## config.mk

```make
export PLATFORM = sky130hd
export DESIGN_NAME = vga_sync_gen
export DESIGN_NICKNAME = d
export VERILOG_FILES = /design/src/rtl/vga_sync_gen.sv
export SDC_FILE = /design/constraint.sdc
export NUM_CORES = 1
export LEC_CHECK = 0
export BUFFER_PORTS_ARGS = -buffer_cell sky130_fd_sc_hd__buf_2
export CAP_MARGIN = 20
export CORE_ASPECT_RATIO = 0.8
export CORE_MARGIN = 5
export CORE_UTILIZATION = 32
export DETAILED_ROUTE_END_ITERATION = 10
export PLACE_DENSITY = 0.58
export SETUP_SLACK_MARGIN = 0.05
export SKIP_CTS_REPAIR_TIMING = 1
export SYNTH_ARGS = -nofsm -noshare
export SYNTH_HDL_FRONTEND = slang
export SYNTH_SLANG_ARGS = --single-unit
```

## constraint.sdc

```tcl
create_clock -name clk -period 4.5 [get_ports clk]
set_input_delay 0.45 -clock clk [delete_from_list [all_inputs] [get_ports clk]]
set_output_delay 0.45 -clock clk [all_outputs]
set_load 0.005 [all_outputs]
```

## src/rtl/vga_sync_gen.sv

```systemverilog
// rtl/vga_sync_gen.sv - VGA timing generator: pixel-strobe divider, h/v counters, registered syncs
// All pixel outputs are loaded together on the pix_en edge so they always describe the same pixel.
module vga_sync_gen #(
   parameter int H_DISP = 640,
   parameter int H_FP   = 16,
   parameter int H_SYNC = 96,
   parameter int H_BP   = 48,
   parameter int V_DISP = 480,
   parameter int V_FP   = 10,
   parameter int V_SYNC = 2,
   parameter int V_BP   = 33,
   parameter int HS_POL = 0,
   parameter int VS_POL = 0,
   parameter int DIV    = 2,
   parameter int CW     = 11
) (
   input  logic          clk,
   input  logic          reset_n,
   input  logic          restart,
   output logic          pix_en,
   output logic          vga_hs,
   output logic          vga_vs,
   output logic          vga_blank,
   output logic          de,
   output logic [CW-1:0] x,
   output logic [CW-1:0] y,
   output logic          line_start,
   output logic          frame_start
);
   localparam int H_TOT = H_DISP + H_FP + H_SYNC + H_BP;
   localparam int V_TOT = V_DISP + V_FP + V_SYNC + V_BP;
   localparam int DW    = (DIV > 1) ? $clog2(DIV) : 1;

   localparam logic [DW-1:0] DIV_LAST = DW'(DIV - 1);
   localparam logic [CW-1:0] H_LAST   = CW'(H_TOT - 1);
   localparam logic [CW-1:0] V_LAST   = CW'(V_TOT - 1);
   // One extra bit so sync-end bounds equal to the total still compare correctly.
   localparam logic [CW:0]   H_VIS    = (CW+1)'(H_DISP);
   localparam logic [CW:0]   H_SS     = (CW+1)'(H_DISP + H_FP);
   localparam logic [CW:0]   H_SE     = (CW+1)'(H_DISP + H_FP + H_SYNC);
   localparam logic [CW:0]   V_VIS    = (CW+1)'(V_DISP);
   localparam logic [CW:0]   V_SS     = (CW+1)'(V_DISP + V_FP);
   localparam logic [CW:0]   V_SE     = (CW+1)'(V_DISP + V_FP + V_SYNC);
   localparam logic          HS_ACT   = (HS_POL != 0);
   localparam logic          VS_ACT   = (VS_POL != 0);

   if ((H_TOT - 1) >= (1 << CW) || (V_TOT - 1) >= (1 << CW)) begin : g_cw_check
      $error("vga_sync_gen: CW too narrow for H_TOT-1 / V_TOT-1");
   end
   if (DIV < 1 || DIV > 16) begin : g_div_check
      $error("vga_sync_gen: DIV outside 1..16");
   end

   logic [DW-1:0] div_q, div_d;
   logic [CW-1:0] h_cnt_q, h_cnt_d, v_cnt_q, v_cnt_d;
   logic [CW-1:0] x_q, x_d, y_q, y_d;
   logic          pix_en_q, pix_en_d, de_q, de_d, hs_q, hs_d, vs_q, vs_d;
   logic          line_start_q, line_start_d, frame_start_q, frame_start_d;
   logic          tick;
   logic [CW:0]   h_ext, v_ext;

   always_comb begin
      tick          = (div_q == DIV_LAST);
      h_ext         = {1'b0, h_cnt_q};
      v_ext         = {1'b0, v_cnt_q};
      div_d         = div_q;
      h_cnt_d       = h_cnt_q;
      v_cnt_d       = v_cnt_q;
      x_d           = x_q;
      y_d           = y_q;
      de_d          = de_q;
      hs_d          = hs_q;
      vs_d          = vs_q;
      pix_en_d      = 1'b0;
      line_start_d  = 1'b0;
      frame_start_d = 1'b0;
      if (restart) begin
         div_d   = '0;
         h_cnt_d = '0;
         v_cnt_d = '0;
      end else begin
         div_d    = tick ? '0 : div_q + DW'(1);
         pix_en_d = tick;
         if (tick) begin
            x_d           = h_cnt_q;
            y_d           = v_cnt_q;
            de_d          = (h_ext < H_VIS) && (v_ext < V_VIS);
            hs_d          = ((h_ext >= H_SS) && (h_ext < H_SE)) ? HS_ACT : ~HS_ACT;
            vs_d          = ((v_ext >= V_SS) && (v_ext < V_SE)) ? VS_ACT : ~VS_ACT;
            line_start_d  = (h_cnt_q == '0);
            frame_start_d = (h_cnt_q == '0) && (v_cnt_q == '0);
            if (h_cnt_q == H_LAST) begin
               h_cnt_d = '0;
               v_cnt_d = (v_cnt_q == V_LAST) ? '0 : v_cnt_q + CW'(1);
            end else begin
               h_cnt_d = h_cnt_q + CW'(1);
            end
         end
      end
   end

   always_ff @(posedge clk or negedge reset_n) begin
      if (!reset_n) begin
         div_q         <= '0;
         h_cnt_q       <= '0;
         v_cnt_q       <= '0;
         x_q           <= '0;
         y_q           <= '0;
         pix_en_q      <= 1'b0;
         de_q          <= 1'b0;
         hs_q          <= ~HS_ACT;
         vs_q          <= ~VS_ACT;
         line_start_q  <= 1'b0;
         frame_start_q <= 1'b0;
      end else begin
         div_q         <= div_d;
         h_cnt_q       <= h_cnt_d;
         v_cnt_q       <= v_cnt_d;
         x_q           <= x_d;
         y_q           <= y_d;
         pix_en_q      <= pix_en_d;
         de_q          <= de_d;
         hs_q          <= hs_d;
         vs_q          <= vs_d;
         line_start_q  <= line_start_d;
         frame_start_q <= frame_start_d;
      end
   end

   assign pix_en      = pix_en_q;
   assign vga_hs      = hs_q;
   assign vga_vs      = vs_q;
   assign de          = de_q;
   assign vga_blank   = de_q;
   assign x           = x_q;
   assign y           = y_q;
   assign line_start  = line_start_q;
   assign frame_start = frame_start_q;
endmodule
```

==> results by group <==
Routing
  • Routed via count: between 1,500 and 2,000
  • Routed wire length: 5780 um
  • Initial DRC count: 112
  • Vias/cell: approximately 5
  • Detailed Routing Iterations Pass 1: 4
  • Routed wire length per instance: 14.7 um
  • ANT nets after route: 0
  • DRC violations left: 0

STA
  • Setup TNS: 0 ns
  • RSZ-0062 raised after global routing: false
  • Highest Clock Rate: around 410 MHz
  • Rel. slew slack: 57.1%
  • Minimum clock period after layout: ~2.4 ns
  • Final max-slew violation count: 0
  • Min Hold Slack: 0.238 ns
  • Hold violation total from the final report: 0
  • Slew @ Worst Pin: 0.644 ns
  • Tcrit/Tclk final: 53.8%
  • Max Clock Skew: 0.0103 ns
  • Setup Viol. Count Final: 0

Worst setup path
  • R2r endpoint: v_cnt_q[3]
  • Crit path capture type: flop
  • Worst endpoint required time: 4.71 ns
  • Critical Path Source: div_q
  • Worst setup endpoint: v_cnt_q[3]
  • R2R cell count: 5
  • Crit. path cell count: 5
  • Slowest cell delay on critical path: approximately 0.57 ns
  • Critical path's top delay family: simple AND/OR/NAND/NOR gates
  • Worst Path Class, Setup: flop to flop
  • RR Startpoint: div_q
  • Slowest-stage cell, CP: inv_1
  • CP max FO: 37
  • Critical-path cell list: nand2_2 -> inv_1 -> and4_1 -> nand2_4 -> o31ai_1
  • Arr. time, crit path: around 2.6 ns
  • Buffers & Inverters on Critical Path: 1
  • R2r setup slk: roughly 2.1 ns
  • Worst setup SP type: flop

Finish
  • Ratio of cells with drive above 1 in the final layout: 18.7%
  • Multi-input logic area: 1050 um2
  • Syn-to-layout area delta: 11.5%
  • Commonest non-fill, non-tap cells in the layout: 62 x nand2_1, 49 x dfrtp_1, 31 x buf_2
  • Ant diodes: 0
  • Most common cell after layout, fill and taps aside: nand2_1
  • Nets: 295
  • Fillers: 797
  • Register Area: about 1300 um2

Floorplan
  • Die H: 88.9 um
  • Full die area: 9650 um2
  • Top Ports: 32
  • Initial core utilization: approximately a third
  • Die Width: approximately 110 um
  • # rows: 28
  • Core ar.: 7500 um2

Pwr
  • Sw Share: 24.0%
  • PwrDens: 286 nW/um2
  • Switching power: roughly 0.00019 W
  • Leak Pwr: 1.30 nW
  • Clock share of power: between 30% and 40%
  • Internal power: 0.000603 W
  • Peak supply drop: roughly 0.12 mV
  • Comb pwr share: under 10%
  • Seq pwr share: 59.3%

Logic synthesis
  • Number of synthesized register bits: about 50
  • Synthesis warning total: 0
  • Synth area leader: dfrtp_1
  • Sequential share of the synthesized area: 51.4%
  • Syn nets: 274
  • Top post-synthesis cells by area: dfrtp_1 49%, nand2_1 9.4%, o21ai_0 3.4%
  • Mean Syn Cell Area: 9.32 um2
  • Number of flops mapped to enable cells by yosys: 0
  • Syn Std Cell Area: ~2500 um2
  • Ys flop type: dfrtp_1
  • Asr flop ratio synth: 100%
  • Synth top area share: 49.3%
  • Cells after Synth: 267
  • Unique cell type count in the Yosys netlist: 52

CTS
  • CTS tree: built
  • Worst-Skew Late Latency: slightly above 0.3 ns
  • Clock Path Buffers: 2
  • Clock Pin Slew Worst Setup and Hold Paths: 0.10 ns
  • Total CTS buffers: 5
  • H-tree depth: 2
  • Clock Sinks: slightly above 50
  • Clock Tree Root: clkbuf_8

Min path
  • Hold Crit Class: input port to async pin

Global routing
  • First-pass GRT wire length: 9370 um
  • Initial antenna violation count: 0
  • GRT overflow: 0
  • Pin count of the biggest net entering global routing: 52
  • GR Util All Layers: between 10% and 20%
  • Vias in the first global route: approximately 1,800

Flow run
  • Max Cap Viol: 0

Placement
  • Final Wtd Congestion: 0.834
  • DP Wirelength: between 4000 and 5000 um
  • Port bufs: 31

Status
  • Status: complete, no violations
routing by layer:
metal / wire length, um / part of all wire, % / vias to the layer above / global-route usage, %
met4: 61 / 1.1 / 0 / 3.90
li1: - / - / 948 / -
met1: 3060 / 53 / 950 / 18.7
met2: 2390 / 41 / 37 / 17.8
met5: 0 / 0 / - / 0
met3: 263 / 4.6 / 7 / 2.77
through the flow:
step	total power [W]	util, %	worst slack (ns)	instance area [um2]	cells
after floorplan	0.000503	-	2.93	2490	267
after global placement	0.000522	35.7	1.94	2680	386
after detailed placement	0.000522	35.7	1.88	2680	386
after CTS	0.000807	37.0	2.01	2770	394
after global routing	0.000824	37.0	1.74	2770	394
final	0.000794	37.0	2.08	2770	394
sequential cells by signal, indices dropped and copies added, names as in the netlist:
name / flops
div_q: 1
line_start: 1
y: 11
h_cnt_q: 11
x: 11
vga_hs: 1
pix_en: 1
frame_start: 1
vga_vs: 1
v_cnt_q: 11
de: 1
how the worst min path moves through the flow:
stage | slack [ns] | to | start
detailed placement | 0.46 | y[3] | y[3]
floorplan | 0.15 | de | reset_n
CTS | 0.27 | h_cnt_q[3] | reset_n
global route | 0.30 | h_cnt_q[5] | reset_n
finish | 0.24 | h_cnt_q[3] | reset_n
global placement | 0.46 | x[2] | x[2]
cell families (layout without fill, tap and decap cells):
| kind of cell | after synthesis | count (layout) | share of synthesized area, % |
|---|---|---|---|
| buffers and inverters | 31 | 53 | 6.28 |
| DFF | 51 | 51 | 51.4 |
| adders and majority gates | 4 | 4 | 2.01 |
| AOI/OAI and AO/OA | 40 | 40 | 11.0 |
| and+or+nand+nor | 133 | 133 | 26.5 |
| xor gates and xnor gates | 8 | 8 | 2.82 |
cells in the mapped netlist (2+ instances only):
cell type / count
nand2_1: 62
dfrtp_1: 49
nor2_1: 19
o21ai_0: 17
inv_1: 12
nand3_1: 10
buf_2: 7
nor3_1: 7
buf_4: 6
nand4_1: 5
nor4_1: 5
xnor2_1: 5
a21oi_1: 4
ha_1: 4
o22ai_1: 3
or3_1: 3
xor2_1: 3
a22o_1: 2
a31oi_1: 2
and2_1: 2
and4_1: 2
clkbuf_1: 2
dfstp_2: 2
nand2b_1: 2
nand3b_1: 2
o211ai_1: 2
o31ai_1: 2
or3b_1: 2
cell type report:
class,instances,share of cell area (%)
flip-flops and latches,51,46.1
inverters,13,1.76
multi-input cells,185,38.0
repair buffers,32,5.86
clock inverters,2,0.586
clock buffers,6,2.98
well taps,105,4.74
power by group through the flow:
stage                     registers (W)  logic [W]  clock network [W]
after floorplan                0.000478  0.0000248                  0
after global placement         0.000479  0.0000425                  0
after detailed placement       0.000479  0.0000429                  0
after CTS                      0.000470  0.0000429           0.000293
after global routing           0.000471  0.0000473           0.000305
final                          0.000470  0.0000416           0.000282
worst reg2reg max path, stage by stage (launching register included):
cell and delay [ns]:
dfrtp_1 0.50, nand2_2 0.41, inv_1 0.57, and4_1 0.43
nand2_4 0.14, o31ai_1 0.27
Note: power is estimated with default switching activity, not from simulation.
